==> config.mk <==
export PLATFORM = sky130hd
export DESIGN_NAME = progmem_arbiter
export DESIGN_NICKNAME = d
export VERILOG_FILES = /design/src/rtl/progmem_arbiter_pkg.sv /design/src/rtl/progmem_arbiter_rr_pick.sv /design/src/rtl/progmem_arbiter.sv
export SDC_FILE = /design/constraint.sdc
export NUM_CORES = 1
export LEC_CHECK = 0
export ABC_CLOCK_PERIOD_IN_PS = 7500
export CAP_MARGIN = 20
export CORE_MARGIN = 8
export CORE_UTILIZATION = 34
export CTS_BUF_LIST = sky130_fd_sc_hd__clkbuf_4
export CTS_CLUSTER_DIAMETER = 150
export DETAILED_ROUTE_END_ITERATION = 8
export GPL_TIMING_DRIVEN = 0
export PLACE_DENSITY = 0.93
export SETUP_SLACK_MARGIN = 0.1
export SLEW_MARGIN = 20
export SYNTH_ARGS = -nofsm -noshare
export SYNTH_HDL_FRONTEND = slang
export SYNTH_HIERARCHICAL = 1
export SYNTH_SLANG_ARGS = --single-unit
==> constraint.sdc <==
create_clock -name clk -period 7.5 [get_ports clk]
set_clock_uncertainty 0.05 [all_clocks]
set_input_delay 0.75 -clock clk [delete_from_list [all_inputs] [get_ports clk]]
set_output_delay 0.75 -clock clk [all_outputs]
set_load 0.01 [all_outputs]
==> src/rtl/progmem_arbiter_pkg.sv <==
// Shared definitions for the program memory arbiter.
// Fixed read latency and pointer sizing helper.
`ifndef PROGMEM_DEFINES
`define PROGMEM_DEFINES
`define INST_W 32
`define INST_ADDR_W 12
// Program memory read latency in cycles (fixed)
`define PROGMEM_RD_LAT 1
`endif

package progmem_arbiter_pkg;

  localparam int RD_LAT = `PROGMEM_RD_LAT;

  function automatic int ptr_w(input int n);
    return (n > 1) ? $clog2(n) : 1;
  endfunction

endpackage

==> src/rtl/progmem_arbiter_rr_pick.sv <==
// Round-robin picker: first requester at or after start,
// wrapping modulo N (N need not be a power of two).
module rr_pick #(
  parameter int N  = 4,
  parameter int PW = 2
) (
  input  logic [N-1:0]  req,
  input  logic [PW-1:0] start,
  output logic [N-1:0]  gnt,
  output logic [PW-1:0] idx,
  output logic          any
);

  // Scan from start, wrapping, and take the first requester
  always_comb begin
    int j;
    gnt = '0;
    idx = '0;
    any = 1'b0;
    j   = 0;
    for (int k = 0; k < N; k++) begin
      j = int'(start) + k;
      if (j >= N) j = j - N;
      if (!any && req[j]) begin
        gnt[j] = 1'b1;
        idx    = PW'(j);
        any    = 1'b1;
      end
    end
  end

endmodule

==> src/rtl/progmem_arbiter.sv <==
// Shares one single-port program memory among core fetch ports.
// Round-robin grant; response one cycle after grant.
module progmem_arbiter
  import progmem_arbiter_pkg::*;
#(
  parameter int NUM_CORES   = 4,
  parameter int INST_W      = `INST_W,
  parameter int INST_ADDR_W = `INST_ADDR_W
) (
  input  logic                             clk,
  input  logic                             rst,
  input  logic                             en,
  input  logic [NUM_CORES-1:0]             core_req,
  input  logic [NUM_CORES*INST_ADDR_W-1:0] core_addr,
  output logic [NUM_CORES-1:0]             core_gnt,
  output logic [NUM_CORES-1:0]             core_resp_valid,
  output logic [INST_W-1:0]                core_resp_data,
  output logic                             mem_en,
  output logic [INST_ADDR_W-1:0]           mem_addr,
  input  logic [INST_W-1:0]                mem_data
);

  localparam int PTR_W = ptr_w(NUM_CORES);

  logic [PTR_W-1:0]     rr_ptr;
  logic [PTR_W-1:0]     nxt_ptr;
  logic [NUM_CORES-1:0] resp_sel;
  logic [NUM_CORES-1:0] pick_gnt;
  logic [PTR_W-1:0]     pick_idx;
  logic                 pick_any;
  logic                 ok;

  rr_pick #(
    .N  (NUM_CORES),
    .PW (PTR_W)
  ) u_pick (
    .req   (core_req),
    .start (rr_ptr),
    .gnt   (pick_gnt),
    .idx   (pick_idx),
    .any   (pick_any)
  );

  assign ok       = en & ~rst;
  assign core_gnt = ok ? pick_gnt : '0;
  assign mem_en   = ok & pick_any;

  // Route the granted core's address to memory, zero when idle
  always_comb begin
    mem_addr = '0;
    for (int i = 0; i < NUM_CORES; i++) begin
      if (core_gnt[i])
        mem_addr = core_addr[i*INST_ADDR_W +: INST_ADDR_W];
    end
  end

  // Pointer moves past the granted core with explicit wrap
  always_comb begin
    if (pick_idx == PTR_W'(NUM_CORES - 1))
      nxt_ptr = '0;
    else
      nxt_ptr = pick_idx + PTR_W'(1);
  end

  // Fairness pointer and response steering registers
  always_ff @(posedge clk) begin
    if (rst) begin
      rr_ptr   <= '0;
      resp_sel <= '0;
    end else begin
      resp_sel <= core_gnt;
      if (mem_en)
        rr_ptr <= nxt_ptr;
    end
  end

  assign core_resp_valid = resp_sel;
  assign core_resp_data  = mem_data;

endmodule
==> flow_summary.ini, run 1 <==
[timing]
drv_slew = 0
fmax_mhz = 207
finalSetupViolCount = 0
worstMarginPinSlew_ns = 0.570
fin_crit_sh = 0.644
setup_ws_ns = 2.67
finalSetupTns_ns = 0
timing.slew.headroom = 0.616
hold_violations = 0
rsz0062_at_grt = no
finalCriticalPeriod_ns = 4.83

[critical_path]
start_kind = input port
crit_required_ns = 6.70
cp.arrival_ns = 4.03
worstSetupEndpointType = primary output
cp_max_fo = 10
path_class = in2out

[cts]
cts_tree = built
root_buffer = clkbuf_4
hold_buffers = 0
path_clk_slew_ns = 0.04
clock_path_buffers = 2
clock-sinks = 6
cts_made_buffers = 3
clk_latency_ns = 0.24
ctsResizeCount = 0
postCtsSetupRepairBufs = 0
htree_levels = 1

[placed_design]
routabilityCongestion = 0.842
dp_hpwl_um = 4940
portBuffers = 107
dp_slack_ns = 2.66

[pwr]
power_uw = 685
vdd_drop_max_mv = 0.114
p_per_area_mw_per_mm2 = 262
p_leak_nw = 1.04

[detailed_routing]
routed_via_density = 5.23
avgRoutedWirePerCell_um = 17.4
totalWireLength_um = 5630
num_vias = 1688
drc = 0
drt_iter0_drc = 184
first_pass_iters = 4
ant_nets = 0

[global_routing]
grt_pass1_wl_um = 8110
grt_pass1_vias = 1724
antenna_found_initial = 0
grt_remaining_overflow = 0
grt.total_usage = 0.153
grt_start_max_net_pins = 12

[finish]
diodes = 0
final_util = 0.644
regArea_um2 = 120
area_delta_synth_final_pct = 79.4
nets = 371
multi_input_area_um2 = 993
drive_gt1_frac = 0.249
nFillCells = 346

[run]
drv_cap = 0

[yosys]
yosysSeqAreaShare = 0.0825
synth_top_area_cell = buf_4
yosysTopAreaCellShare = 0.170
yosysWarnings = 6
yosys.cell_types.count = 35
synth_area_leaders = buf_4, a2bb2oi_2, o2bb2ai_2
syn-cell-area_mm2 = 0.00146
syn_nets = 259
avgSynthCellArea_um2 = 8.93
ys_ff_latch = 6
syn_inst = 163

[floorplan]
initial_core_util = 0.359
fp-row-count = 23
dieArea_mm2 = 0.00663
ios = 140
fp.dieH_um = 81.4
core_mm2 = 0.00406
die-width_um = 81.4

[min_path]
hold_class = reg2reg

[status]
status = complete, no violations
report_power, final:
part,switching [mW],internal [mW]
registers,0.0145,0.0412
clock network,0.0115,0.0181
logic,0.283,0.316
per-stage QoR:
| step | instances | area [um2] | hold WS, ns |
|---|---|---|---|
| floorplan | 163 | 1460 | 0.509 |
| global placement | 320 | 2590 | 0.569 |
| detailed placement | 320 | 2590 | 0.573 |
| CTS | 323 | 2610 | 0.583 |
| global route | 323 | 2610 | 0.636 |
| finish | 323 | 2610 | 0.578 |
flip-flops by register name, indices dropped and copies added (netlist names):
register / flops
core_resp_valid: 4
rr_ptr: 2
Yosys cell counts (all sizes together):
library cell   n
o311ai         1
mux2           2
nand3b         2
mux2i          2
mux4           4
dfxtp          6
a21oi         14
a22oi          8
o211ai         1
ha             9
and2           5
nor3           1
nor4           1
and4bb         1
nand2b         2
buf           39
a2bb2oi       12
o21ai         17
o31ai          1
nand3          1
clkbuf         3
nor2b          1
a32o           1
o2bb2ai       12
nor4b          1
nand2          3
nor2           4
inv            8
and2b          1
critical path, stage by stage:
cell and delay [ns]:
clkdlybuf4s50_1 0.47, mux4_1 0.63, nor4b_4 0.45, a22oi_1 0.11, o21ai_0 0.21, clkbuf_1 0.40, a21oi_1 0.13, a2bb2oi_2 0.17
o2bb2ai_2 0.15, clkdlybuf4s50_1 0.56
cell families after synthesis:
kind of cell | after synthesis | share of synthesized area
AOI/OAI and AO/OA | 67 | 0.402
adders and majority gates | 9 | 0.0774
buffers and inverters | 50 | 0.235
DFF | 6 | 0.0825
muxes | 8 | 0.0989
and+or+nand+nor | 23 | 0.105
layer usage:
layer / wire (um) / vias up / track usage
li1: - / 802 / -
met1: 1940 / 795 / 0.154
met2: 3190 / 85 / 0.311
met3: 433 / 6 / 0.0273
met4: 65 / 0 / 0.0393
met5: 0 / - / 0
worst paths after layout:
path / start / endpoint / slack [ns] / cells past startpoint
max: core_req[2] / mem_addr[6] / 2.67 / 10
max reg2reg: rr_ptr[1] / core_resp_valid[1] / 4.51 / 9
min reg2reg: rr_ptr[0] / rr_ptr[0] / 0.58 / 2
min: rr_ptr[0] / rr_ptr[0] / 0.58 / 2
cell type report:
type,instances,area share
repair buffers,107,0.410
multi-input cells,107,0.380
plain buffers,42,0.119
flip-flops and latches,6,0.0460
well taps,50,0.0240
inverters,8,0.0115
clock buffers,3,0.00862
layout by cell type (no fill, tap or decap), types with 4 or more instances in the layout:
| cell | count |
|---|---|
| clkbuf_4 | 4 |
| o2bb2ai_2 | 10 |
| o21ai_0 | 17 |
| dfxtp_1 | 6 |
| buf_4 | 33 |
| clkdlybuf4s50_1 | 107 |
| ha_1 | 9 |
| a22oi_1 | 8 |
| and2_1 | 5 |
| a2bb2oi_2 | 10 |
| inv_1 | 8 |
| a21oi_1 | 14 |
| nor2_1 | 4 |
Power figures use the tool's default switching activity.
==> run 2, diff against run 1 <==
--- a/config.mk
+++ b/config.mk
@@ -5,15 +5,15 @@
 export SDC_FILE = /design/constraint.sdc
 export NUM_CORES = 1
 export LEC_CHECK = 0
-export ABC_CLOCK_PERIOD_IN_PS = 7500
+export ABC_CLOCK_PERIOD_IN_PS = 4650
 export CAP_MARGIN = 20
 export CORE_MARGIN = 8
-export CORE_UTILIZATION = 34
+export CORE_UTILIZATION = 31
 export CTS_BUF_LIST = sky130_fd_sc_hd__clkbuf_4
 export CTS_CLUSTER_DIAMETER = 150
 export DETAILED_ROUTE_END_ITERATION = 8
 export GPL_TIMING_DRIVEN = 0
-export PLACE_DENSITY = 0.93
+export PLACE_DENSITY = 0.86
 export SETUP_SLACK_MARGIN = 0.1
 export SLEW_MARGIN = 20
 export SYNTH_ARGS = -nofsm -noshare
==> constraint.sdc (replaced) <==
create_clock -name clk -period 4.65 [get_ports clk]
set_clock_uncertainty 0.05 [all_clocks]
set_input_delay 0.465 -clock clk [delete_from_list [all_inputs] [get_ports clk]]
set_output_delay 0.465 -clock clk [all_outputs]
set_load 0.01 [all_outputs]
==> run 2 against run 1 <==
Compared with the run above:
- wire length shrank 1.2%
- combinational power grew 64%
- non-clock buffer count grew 1
- sequential cell count is the same
- design area grew 0.72%
- clock power grew 62%
- register-to-register slack lost 2.8 ns
- via count shrank 2.7%
- critical path type is now reg2out
- critical path depth grew 3
==> flow_summary.ini, run 2 (same netlist as run 1, synthesis figures left out) <==
[status]
status = complete, no violations

[critical_path]
cpMaxStageDelayCell = clkdlybuf4s50_1
crit_required_ns = 4.14
start_kind = register
cp.arrival_ns = 3.84
cp_max_fo = 10
worstSetupEndpointType = primary output
critPathBufInv = 5
path_delay_family = buffers and inverters
slowest_delay_ns = 0.48
path_class = reg2out
path_cells = buf_6, inv_1, ha_1, mux4_2, buf_6, and2b_2, a22oi_1, o21ai_0, nand3b_1, buf_2, o21ai_0, o2bb2ai_2, clkdlybuf4s50_1

[placed_design]
routabilityCongestion = 0.848
portBuffers = 107
dp_hpwl_um = 4930

[timing]
drv_slew = 0
fin_crit_sh = 0.936
finalCriticalPeriod_ns = 4.35
timing.slew.headroom = 0.666
rsz0062_at_grt = no
hold_violations = 0
fmax_mhz = 230
worstMarginPinSlew_ns = 0.496
finalSetupViolCount = 0
finalSetupTns_ns = 0

[cts]
clk_latency_ns = 0.24
hold_buffers = 0
root_buffer = clkbuf_4
htree_levels = 1
path_clk_slew_ns = 0.05
clock_path_buffers = 2
cts_made_buffers = 3
cts_tree = built
clock-sinks = 6

[floorplan]
core_mm2 = 0.00463
ios = 140
fp.dieH_um = 84.5
fp-row-count = 25
initial_core_util = 0.314
die-width_um = 84.5
dieArea_mm2 = 0.00714

[finish]
drive_gt1_frac = 0.263
diodes = 0
area_delta_synth_final_pct = 80.7
nFillCells = 418
regArea_um2 = 121
nets = 372
multi_input_area_um2 = 997
mostFrequentLayoutCell = clkdlybuf4s50_1
largest_reg_flops = 4
final_cell_mix = clkdlybuf4s50_1, buf_4, o21ai_0

[detailed_routing]
num_vias = 1642
first_pass_iters = 4
routed_via_density = 5.01
ant_nets = 0
met1_length_um = 2030
avgRoutedWirePerCell_um = 17.0
wl_met2_um = 3100
drc = 0
drt_iter0_drc = 85
wl_met3_um = 400
totalWireLength_um = 5560
top_layer_used = met4

[global_routing]
antenna_found_initial = 0
grt_remaining_overflow = 0
grt_pass1_vias = 1735
grt_pass1_wl_um = 8640
grt_start_max_net_pins = 12
grt.total_usage = 0.148

[pwr]
vdd_drop_max_mv = 0.143
p_per_area_mw_per_mm2 = 425
p_leak_nw = 1.05
power_mw = 1.12

[run]
drv_cap = 0

[min_path]
hold_class = reg2reg
run 2: cell count changes in the layout (fill, tap and decap cells not counted), sizes merged:
| cell | delta |
|---|---|
| buf | +1 |
run 2: final timing paths:
kind,startpoint,end,slack (ns),depth (start not counted)
min,rr_ptr[1],rr_ptr[1],0.51,2
max reg2reg,rr_ptr[0],core_resp_valid[2],1.69,11
min reg2reg,rr_ptr[1],rr_ptr[1],0.51,2
max,rr_ptr[0],mem_addr[4],0.30,13
run 2: what timing repair did:
| item | 4_1_cts | 5_1_grt |
|---|---|---|
| endpoints found under the setup margin | 0 | 12 |
| buffers inserted | 0 | 1 |
| hold endpoints to repair | 0 | 0 |
| resized for setup | 0 | 5 |
run 2: report_power, final:
group / total [mW] / leakage, nW / switching [mW] / internal (mW)
clock: 0.0480 / 0.0138 / 0.0188 / 0.0292
combinational: 0.981 / 0.988 / 0.465 / 0.516
sequential: 0.0904 / 0.0494 / 0.0229 / 0.0675
run 2: layout make-up:
type / instances / share of cell area
buffer: 42 / 0.119
clock buffer: 3 / 0.00856
inverter: 8 / 0.0114
multi-input combinational: 107 / 0.379
sequential: 6 / 0.0461
tap: 54 / 0.0257
timing repair buffer: 108 / 0.410
run 2: layer usage:
metal | GRT usage | up-vias
met3 | 0.0380 | 4
met1 | 0.150 | 759
met4 | 0.0210 | 0
met2 | 0.294 | 75
li1 | - | 804
met5 | 0 | -
run 2: tightest hold or removal path: stages (launching register included):
cell,delay [ns]
dfxtp_2,0.38
nand2_1,0.08
a21oi_1,0.06
run 2: per-stage QoR:
step           utilization  setup WS [ns]  instances  cell area (um2)  hold WS, ns
6_report             0.568          0.299        328             2630        0.509
3_5_place_dp         0.560          0.414        324             2590        0.581
5_1_grt              0.568          0.115        328             2630        0.548
2_1_floorplan            -           1.38        163             1460        0.484
4_1_cts              0.565          0.154        327             2620        0.589
3_3_place_gp         0.560          0.513        324             2590        0.572
